## src/rtl/jk_cmd_sequencer.sv

```systemverilog
// Command sequencer for a JK flip-flop stage: buffers hold/clear/set/toggle commands,
// drives j/k for len+1 cycles each, and models the expected Q to flag divergence.
module jk_cmd_sequencer #(
  parameter int DEPTH = 4,
  parameter int LEN_W = 4,
  parameter int CNT_W = 8
) (
  input  logic             clk,
  input  logic             reset,
  input  logic             cmd_valid,
  output logic             cmd_ready,
  input  logic [1:0]       cmd_op,
  input  logic [LEN_W-1:0] cmd_len,
  output logic             j,
  output logic             k,
  input  logic             q,
  input  logic             check_en,
  output logic             q_exp,
  output logic             mismatch,
  output logic             busy,
  output logic [CNT_W-1:0] done_cnt
);

  localparam int PW = $clog2(DEPTH);
  localparam int CW = PW + 1;

  typedef struct packed {
    logic [1:0]       op;
    logic [LEN_W-1:0] len;
  } cmd_t;

  typedef enum logic {IDLE, DRIVE} state_e;

  cmd_t             mem_q [DEPTH];
  logic [PW-1:0]    wr_ptr_q, wr_ptr_d, rd_ptr_q, rd_ptr_d;
  logic [CW-1:0]    count_q, count_d;
  state_e           state_q, state_d;
  logic [LEN_W-1:0] remain_q, remain_d;
  logic             j_q, j_d, k_q, k_d;
  logic             q_exp_q, q_exp_d, mm_q, mm_d;
  logic [CNT_W-1:0] done_q, done_d;
  logic             full, empty, push, pop;
  cmd_t             head;

  always_comb begin
    full     = (count_q == CW'(DEPTH));
    empty    = (count_q == '0);
    push     = cmd_valid && !full;
    head     = mem_q[rd_ptr_q];
    pop      = 1'b0;
    state_d  = state_q;
    remain_d = remain_q;
    j_d      = j_q;
    k_d      = k_q;
    done_d   = done_q;
    wr_ptr_d = wr_ptr_q;
    rd_ptr_d = rd_ptr_q;

    case (state_q)
      IDLE: if (!empty) pop = 1'b1;
      DRIVE: begin
        if (remain_q != '0) begin
          remain_d = remain_q - LEN_W'(1);
        end else begin
          done_d = done_q + CNT_W'(1);
          // Chain straight into the next command so j/k never bubble to 00.
          if (!empty) begin
            pop = 1'b1;
          end else begin
            state_d = IDLE;
            j_d     = 1'b0;
            k_d     = 1'b0;
          end
        end
      end
    endcase

    if (pop) begin
      state_d  = DRIVE;
      j_d      = head.op[1];
      k_d      = head.op[0];
      remain_d = head.len;
      rd_ptr_d = rd_ptr_q + PW'(1);
    end
    if (push) wr_ptr_d = wr_ptr_q + PW'(1);
    count_d = count_q + CW'(push) - CW'(pop);

    case ({j_q, k_q})
      2'b01:   q_exp_d = 1'b0;
      2'b10:   q_exp_d = 1'b1;
      2'b11:   q_exp_d = ~q_exp_q;
      default: q_exp_d = q_exp_q;
    endcase
    mm_d = mm_q | (check_en & (q != q_exp_q));
  end

  always_ff @(posedge clk) begin
    if (reset) begin
      state_q  <= IDLE;
      wr_ptr_q <= '0;
      rd_ptr_q <= '0;
      count_q  <= '0;
      remain_q <= '0;
      j_q      <= 1'b0;
      k_q      <= 1'b0;
      q_exp_q  <= 1'b0;
      mm_q     <= 1'b0;
      done_q   <= '0;
    end else begin
      state_q  <= state_d;
      wr_ptr_q <= wr_ptr_d;
      rd_ptr_q <= rd_ptr_d;
      count_q  <= count_d;
      remain_q <= remain_d;
      j_q      <= j_d;
      k_q      <= k_d;
      q_exp_q  <= q_exp_d;
      mm_q     <= mm_d;
      done_q   <= done_d;
    end
  end

  // Storage needs no reset: pointers and count define which entries are live.
  always_ff @(posedge clk) begin
    if (push) mem_q[wr_ptr_q] <= '{op: cmd_op, len: cmd_len};
  end

  assign cmd_ready = !full;
  assign busy      = (state_q == DRIVE) || !empty;
  assign j         = j_q;
  assign k         = k_q;
  assign q_exp     = q_exp_q;
  assign mismatch  = mm_q;
  assign done_cnt  = done_q;

endmodule

```

## config.mk

```make
export PLATFORM = sky130hd
export DESIGN_NAME = jk_cmd_sequencer
export DESIGN_NICKNAME = d
export VERILOG_FILES = /design/src/rtl/jk_cmd_sequencer.sv
export SDC_FILE = /design/constraint.sdc
export NUM_CORES = 1
export LEC_CHECK = 0
export ABC_AREA = 1
export ABC_CLOCK_PERIOD_IN_PS = 2400
export CAP_MARGIN = 20
export CORE_MARGIN = 3
export CORE_UTILIZATION = 55
export CTS_BUF_LIST = sky130_fd_sc_hd__clkbuf_16
export CTS_CLUSTER_SIZE = 12
export DETAILED_ROUTE_END_ITERATION = 6
export PLACE_DENSITY = 0.89
export SYNTH_ARGS = -nofsm -noshare
export SYNTH_HDL_FRONTEND = slang
export SYNTH_SLANG_ARGS = --single-unit
```

## constraint.sdc

```tcl
create_clock -name clk -period 2.4 [get_ports clk]
set_input_delay 0.48 -clock clk [delete_from_list [all_inputs] [get_ports clk]]
set_output_delay 0.48 -clock clk [all_outputs]
set_load 0.03 [all_outputs]
```

# Word level (Yosys, flattened, before mapping)
# Memories as Yosys holds them, arrays and structs flattened. A register that Yosys moved wholly into a read port is not among the register bits.
# Cells that the tools add are included.
[totals]
inputBits = 11
ram_bits = 24
regBits = 24
word_cells = 60
output_inout_bits = 14
memories = 1
[memory_table]
columns = ["name", "depth", "width", "rd", "rd_clocked_by_memory_dff", "wr", "line", "source"]
rows = [
  ["mem_q", 4, 6, 1, 1, 1, "34", "cmd_t mem_q [DEPTH];"],
]
[classes]
muxes = 19
reduce_logical = 13
eq_ne = 6
addsub = 6
n_bitwise = 5
[ops]
columns = ["op", "n"]
rows = [
  ["$mux 1", 12],
  ["$mux 4", 3],
  ["$add 8x1->8 const B", 1],
  ["$reduce_bool 2->1", 3],
  ["$add 2x1->2 const B", 2],
  ["$eq 2x2->1 const B", 2],
  ["$mux 2", 2],
  ["$reduce_and 2->1", 2],
  ["$reduce_bool 4->1", 1],
  ["$sub 4x1->4 const B", 1],
  ["$add 3x1->3", 1],
  ["$eq 3x3->1 const B", 1],
  ["$logic_not 3->1", 1],
  ["$not 1->1", 3],
  ["$pmux 1 s3", 1],
  ["$reduce_and 3->1", 1],
  ["$reduce_bool 3->1", 1],
  ["$sub 3x1->3", 1],
  ["$eq 2x1->1 const B", 1],
  ["$logic_not 1->1", 2],
  ["$ne 2x2->1 const B", 1],
  ["$pmux 1 s2", 1],
  ["$and 1x1->1", 1],
  ["$logic_and 1x1->1", 1],
  ["3 further kinds", 3],
]

# Longest topological paths before layout
# Gate-level depths: netlist (run 1).
[logic_depth]
ltp_word = 6
ltp_mapped = 12
mapped_depth_nobuf = 12

# Worst setup path after synthesis (run 1)
# Ideal clock, no wire load.
[synth_path]
kind = "reg2reg"
from = "register count_q[2]"
to = "register count_q[2]"
t_required_ns = 2.330
period_less_slack_ns = 2.132
setup_time_ns = 0.070
slack_ns = 0.268
path_buffers = 0
stages_incl_launch_ff = 11
arrival_ns = 2.063
cell_sequence = "dfxtp_1 nand3_1 nand2_1 ha_1 inv_1 ha_1 inv_1 fa_1 inv_1 o21ai_0 a21oi_1"
[synth_via]
elab_chain_len = 5
word_cells_on_any_way = 9
cone_classes = "2 x add/sub; 1 x eq/ne; 3 x mux; 3 x reduce/logical"
[synth_lines]
columns = ["item", "line", "source"]
rows = [
  ["from (decl)", "36", "logic [CW-1:0] count_q, count_d;"],
  ["from (signal assigned)", "113", "count_q <= count_d;"],
  ["$eq 3x3->1", "46", "full = (count_q == CW'(DEPTH));"],
  ["$logic_not 1->1", "n/a", ""],
  ["via cmd_ready", "11", "output logic cmd_ready,"],
  ["$logic_and 1x1->1", "48", "push = cmd_valid && !full;"],
  ["$add 3x1->3", "86", "count_d = count_q + CW'(push) - CW'(pop);"],
  ["$sub 3x1->3", "86", ""],
]
# The timed path passes the listed nets, and every way through them passes these cells.
# A chain may end at the register's enable or synchronous reset.

# Final worst setup path (run 1)
[layout_path]
from = "register count_q[1]"
to = "output busy"
[layout_via]
elab_chain_len = 3
[layout_lines]
columns = ["item", "line", "source"]
rows = [
  ["$logic_not 3->1", "47", "empty = (count_q == '0);"],
  ["$logic_not 1->1", "129", "assign busy = (state_q == DRIVE) || !empty;"],
  ["$logic_or 1x1->1", "129", ""],
  ["to (decl)", "20", "output logic busy,"],
]
# No other way between the ends.

==> results of run 1 <==
registers in the layout, indices dropped and copies added, names as in the netlist, 2 cells and up, named ones only:
signal	flops
mem_q	24
done_cnt	8
remain_q	4
count_q	3
rd_ptr_q	2
wr_ptr_q	2
synth_stat cells (all sizes together):
library cell   n  area [µm²]
a21oi         22         129
dfxtp         26         521
ha             9         113
xnor2          2        17.5
o21ai         12        60.1
fa             1        20.0
xor2           4        35.0
nand2         55         229
nand4          2        12.5
o21a           2        15.0
edfxtp        24         721
or2            1        6.26
clkbuf         1        3.75
buf            3        15.0
nor2          35         156
nand3         14        82.6
inv           33         124
worst max-delay path, stage by stage, from the launching register on:
cell and delay (ns):
dfxtp_1 0.46, inv_2 0.06, nand2_1 0.10, nor2_4 0.07
nand2_1 0.10, clkdlybuf4s50_1 0.68
where the power goes:
part           total (W)  switching [W]  internal [W]
Clock           0.000721       0.000322      0.000399
Combinational    0.00130       0.000805      0.000500
Sequential       0.00126       0.000189       0.00107
Total            0.00329        0.00131       0.00197
per-stage QoR:
step	cell area, µm²	power [W]	util (%)	setup slack [ns]	hold WS (ns)
2_1_floorplan	2260	0.00218	-	0.268	0.469
3_3_place_gp	2590	0.00248	68.1	0.220	0.450
3_5_place_dp	2590	0.00256	68.1	0.147	0.459
4_1_cts	2740	0.00329	72.1	0.120	0.475
5_1_grt	2740	0.00353	72.2	0.00681	0.525
6_report	2740	0.00329	72.2	0.154	0.471
layer usage:
metal  global-route usage (%)  part of all wire, %  up-vias
li1                         -                    -      858
met3                     5.47                  5.5       10
met1                     20.1                   40      775
met4                     7.02                  1.9        0
met2                     34.5                   52       46
met5                        0                    0        -
worst paths after layout:
path | depth (start not counted) | endpoint | start | slack [ns]
max | 5 | busy | count_q[1] | 0.15
min | 2 | mismatch | mismatch | 0.47
max reg2reg | 12 | count_q[2] | remain_q[0] | 0.20
min reg2reg | 2 | mismatch | mismatch | 0.47
kinds of logic (layout without fill, tap and decap cells):
kind of cell,count (synthesis),in the layout,synth area share (%)
and+or+nand+nor,107,107,21.5
DFF,50,50,54.9
buffers and inverters,37,71,6.31
AOI/OAI and AO/OA,36,36,9.03
adders and majority gates,10,10,5.87
xor gates and xnor gates,6,6,2.33
area by class of cell:
cell class | instances | area [µm²]
Clock buffer | 5 | 125
Clock inverter | 3 | 28.8
Fill cell | 267 | 1060
Inverter | 33 | 124
Multi-Input combinational cell | 159 | 878
Sequential cell | 50 | 1240
Tap cell | 48 | 60.1
Timing Repair Buffer | 30 | 285
repair_timing:
item                       4_1_cts  5_1_grt
hold endpoints to repair         0        0
gates resized for setup          0        1
setup endpoints to repair        0        1
==> flow_metrics.py, run 1 <==
metrics = {
    "clock_network": {
        "clockBufferDepth": 2,
        "holdBufCountCts": 0,
        "cts_setup_buffers": 0,
        "numCtsBuffers": 5,
        "cts_tree": "yes",
        "cts.sinks": 50,
        "htreeDepth": 2,
        "clkLatencyLatePin_ns": 0.29,
        "clkTransAtPathRegs_ns": 0.07,
        "root_buffer": "clkbuf_16",
    },
    "drt": {
        "totalWireLength_mm": 4.33,
        "drt_first_pass_iters": 4,
        "via_per_inst": 5.15,
        "drt_iter0_drc": 62,
        "num_vias": 1689,
        "drcViolationCount": 0,
        "ant_nets": 0,
        "wl_per_cell_um": 13.2,
    },
    "yosys": {
        "syn-num-nets": 267,
        "synth.distinct_cells": 25,
        "postSynthCellCount": 246,
        "ys_ff_latch": 50,
        "syn_area_um2": 2260,
        "avgSynthCellArea_um2": 9.19,
        "ys_warn_count": 0,
        "ys_seq_area_share_pct": 54.9,
    },
    "die": {
        "die-area_um2": 4910,
        "fp.dieH_um": 70.1,
        "std_cell_rows": 22,
        "ios": 25,
        "initial_core_util_pct": 59.5,
        "fp.dieW_um": 70.1,
        "core_um2": 3800,
    },
    "placement": {
        "dp_hpwl_mm": 3.09,
        "dpl.cell_count": 320,
        "port_buffers": 24,
        "gp_congestion": 0.802,
    },
    "pwr": {
        "ir_drop_uv": 801,
        "powerDensity_nw_per_um2": 1200,
        "cellLeakagePower_nw": 1.14,
    },
    "global_routing": {
        "grt_pass1_vias": 1704,
        "grt_antenna_before_repair": 0,
        "grt_start_max_net_pins": 19,
        "grt_pass1_wl_mm": 7.38,
        "grt_remaining_overflow": 0,
        "gr-usage-all-layers_pct": 18.8,
    },
    "final_layout": {
        "area_growth_pct": 21.4,
        "layout.cells.non_filler": 328,
        "layout_commonest_cell": "nand2_1",
        "layout_common_cells": "nand2_1, nor2_1, inv_1",
        "layout.nets": 300,
        "drive_gt1_share_pct": 10.7,
        "n_antenna_cell": 0,
    },
    "timing": {
        "finalCritPeriodShare_pct": 93.6,
        "finalClockSkew_ns": 0.00479,
        "slew_viol_final": 0,
        "tightestPinTransition_ns": 0.492,
        "setup_viol": 0,
        "fmax_mhz": 445,
        "slew_headroom_pct": 67.1,
        "hold_viol_final": 0,
        "grt_setup_unrepaired": "false",
        "setup_tns_ns": 0,
        "min_period_ns": 2.25,
    },
    "critical_path": {
        "start_kind": "register",
        "worstPathRequired_ns": 1.92,
        "critPathArrivalTime_ns": 1.77,
        "cp-end-kind": "primary output",
        "path_class": "reg -> out",
        "cp_max_fo": 5,
    },
    "flow_run": {
        "maxCapViolations": 0,
    },
    "outcome": {
        "status": "completed",
    },
    "hold_path": {
        "holdCritPathClass": "reg -> reg",
    },
}
No activity file was read; power rests on OpenSTA's default activity.
==> run 2, diff against run 1 <==
ABC_CLOCK_PERIOD_IN_PS = 2600   (was 2400)
CORE_UTILIZATION = 59   (was 55)
PLACE_DENSITY = 0.94   (was 0.89)
SKIP_LAST_GASP = 1   (was default)
clock period = 2.6 ns   (was 2.4 ns; I/O delays follow)
==> run 2 against run 1 <==
Compared with the run above:
- the run now ends with DRC left
- combinational power is 11% lower
- clock-buffer cell count is the same
- power fell by 11%
- clock power shrank 16%
- largest cell class unchanged
==> flow_metrics.py, run 2 (synthesis gave the netlist of run 1 again) <==
metrics = {
    "die": {
        "core_um2": 3520,
        "fp.dieW_um": 67.9,
        "initial_core_util_pct": 64.2,
        "fp.dieH_um": 67.9,
        "std_cell_rows": 21,
        "die-area_um2": 4610,
        "ios": 25,
    },
    "outcome": {
        "violations": "DRC",
        "status": "finished, violations left",
    },
    "timing": {
        "setup_tns_ns": 0,
        "setup_slack_ns": 0.311,
        "min_period_ns": 2.29,
        "tightestPinTransition_ns": 0.629,
        "finalClockSkew_ns": 0.00648,
        "whs_ns": 0.480,
        "finalCritPeriodShare_pct": 88.1,
        "slew_viol_final": 0,
        "slew_headroom_pct": 57.9,
        "hold_viol_final": 0,
        "fmax_mhz": 437,
        "setup_viol": 0,
        "grt_setup_unrepaired": "false",
    },
    "clock_network": {
        "cts.sinks": 50,
        "cts_setup_buffers": 0,
        "clkTransAtPathRegs_ns": 0.07,
        "htreeDepth": 2,
        "cts.repair.resized": 0,
        "cts_tree": "yes",
        "root_buffer": "clkbuf_16",
        "numCtsBuffers": 5,
        "clkLatencyLatePin_ns": 0.28,
        "clockBufferDepth": 2,
        "holdBufCountCts": 0,
    },
    "drt": {
        "drcViolationCount": 2,
        "num_vias": 1671,
        "via_per_inst": 5.19,
        "drt_first_pass_iters": 6,
        "wl_per_cell_um": 12.5,
        "totalWireLength_mm": 4.04,
        "drt_iter0_drc": 63,
        "ant_nets": 0,
    },
    "critical_path": {
        "worstPathCellList": "inv_2, nand2_1, nor2_4, nand2_1, clkdlybuf4s50_1",
        "worstPathRequired_ns": 2.08,
        "critPathArrivalTime_ns": 1.77,
        "ff2ff_path_depth": 12,
        "path_class": "reg -> out",
        "cpPeakStageDelay_ns": 0.68,
        "cp_max_fo": 5,
        "reg2reg_from": "remain_q[0]",
        "crit_top_cell": "nand2_1",
        "cp_top_family": "buffers and inverters",
        "rrSetupSlack_ns": 0.33,
        "rr_endpoint": "count_q[2]",
        "start_kind": "register",
        "worst_path_max_delay_cell": "clkdlybuf4s50_1",
        "crit_start": "count_q[1]",
        "cp-end-kind": "primary output",
        "path_buf_inv": 2,
    },
    "pwr": {
        "cellLeakagePower_nw": 1.12,
        "switchingPower_w": 0.00115,
        "switching_share_pct": 39.1,
        "ir_drop_uv": 668,
        "combPwrFrac_pct": 39.6,
        "powerDensity_nw_per_um2": 1090,
        "p_int_w": 0.00179,
        "pwr-share-seq_pct": 39.6,
        "p_clk_share_pct": 20.8,
    },
    "final_layout": {
        "drive_gt1_share_pct": 8.33,
        "top_register": "mem_q",
        "layout.cells.non_filler": 322,
        "area_growth_pct": 19.2,
        "layout_commonest_cell": "nand2_1",
        "layout.nets": 296,
        "layout_common_cells": "nand2_1, inv_1, nor2_1",
        "largest_reg_flops": 24,
        "n_antenna_cell": 0,
    },
    "global_routing": {
        "grt_pass1_vias": 1565,
        "grt_busiest_layer": "met2",
        "grt_start_max_net_pins": 16,
        "met1_usage_pct": 21.4,
        "gr-usage-all-layers_pct": 19.6,
        "grt_pass1_wl_mm": 6.67,
        "met2_usage_pct": 36.6,
        "use_met3_pct": 4.43,
        "grt_remaining_overflow": 0,
        "grt_antenna_before_repair": 0,
    },
    "hold_path": {
        "hold_path_depth": 1,
        "whs_endpoint": "q_exp",
        "holdCritPathClass": "reg -> reg",
        "min-delay-start": "k",
    },
    "placement": {
        "dpl.cell_count": 314,
        "dp_hpwl_mm": 2.89,
        "place_ws_ns": 0.263,
        "port_buffers": 24,
        "gp_congestion": 0.741,
    },
    "flow_run": {
        "maxCapViolations": 0,
    },
}
## run 2: cell types whose count changed in the layout (fill, tap and decap cells not counted), sizes merged
cell    previous run  this run
buf                6         2
inv               35        36
clkinv             1         0
## run 2: per-layer routing
layer / part of all wire [%] / vias up
met5: 0 / -
met4: 2.0 / 0
met3: 5.8 / 9
met2: 52 / 51
met1: 41 / 758
li1: - / 853
## run 2: final cells by class
class / count / area, µm²
flip-flops and latches: 50 / 1240
multi-input cells: 159 / 876
repair buffers: 26 / 255
clock buffers: 5 / 125
well taps: 46 / 57.6
clock inverters: 3 / 13.8
inverters: 33 / 124
fillers: 238 / 828
## run 2: how the worst max path moves through the flow
stage / end / slack [ns] / cells past startpoint
after floorplan: count_q[2] / 0.47 / 10
after global placement: count_q[2] / 0.38 / 10
after detailed placement: count_q[2] / 0.26 / 10
after CTS: busy / 0.31 / 5
after global routing: count_q[2] / 0.15 / 12
final: busy / 0.31 / 5
## run 2: power by group through the flow
stage	registers, W	logic (W)	clock network, W
3_3_place_gp	0.00117	0.00111	0
2_1_floorplan	0.00120	0.000816	0
6_report	0.00116	0.00116	0.000609
5_1_grt	0.00118	0.00130	0.000659
4_1_cts	0.00116	0.00117	0.000615
3_5_place_dp	0.00117	0.00115	0
## run 2: worst register-to-register path, delay by kind of cell, from the launching register on
family          cells  cell delay (ns)
fa+ha+maj           4             1.08
buf+inv             4             0.30
flops               1             0.31
compound gates      3             0.42
simple gates        1             0.11
## run 2: stage by stage
step | area (µm²) | total power, W | util (%)
floorplan | 2260 | 0.00201 | -
global placement | 2550 | 0.00227 | 72.5
detailed placement | 2550 | 0.00232 | 72.5
CTS | 2690 | 0.00294 | 76.5
global route | 2690 | 0.00315 | 76.5
finish | 2690 | 0.00293 | 76.5
==> run 3, diff against run 2 <==
CTS_CLUSTER_SIZE = 24   (was 12)
==> results of run 3 <==
No change in the layout: final DEF, timing and power equal those of run 2.
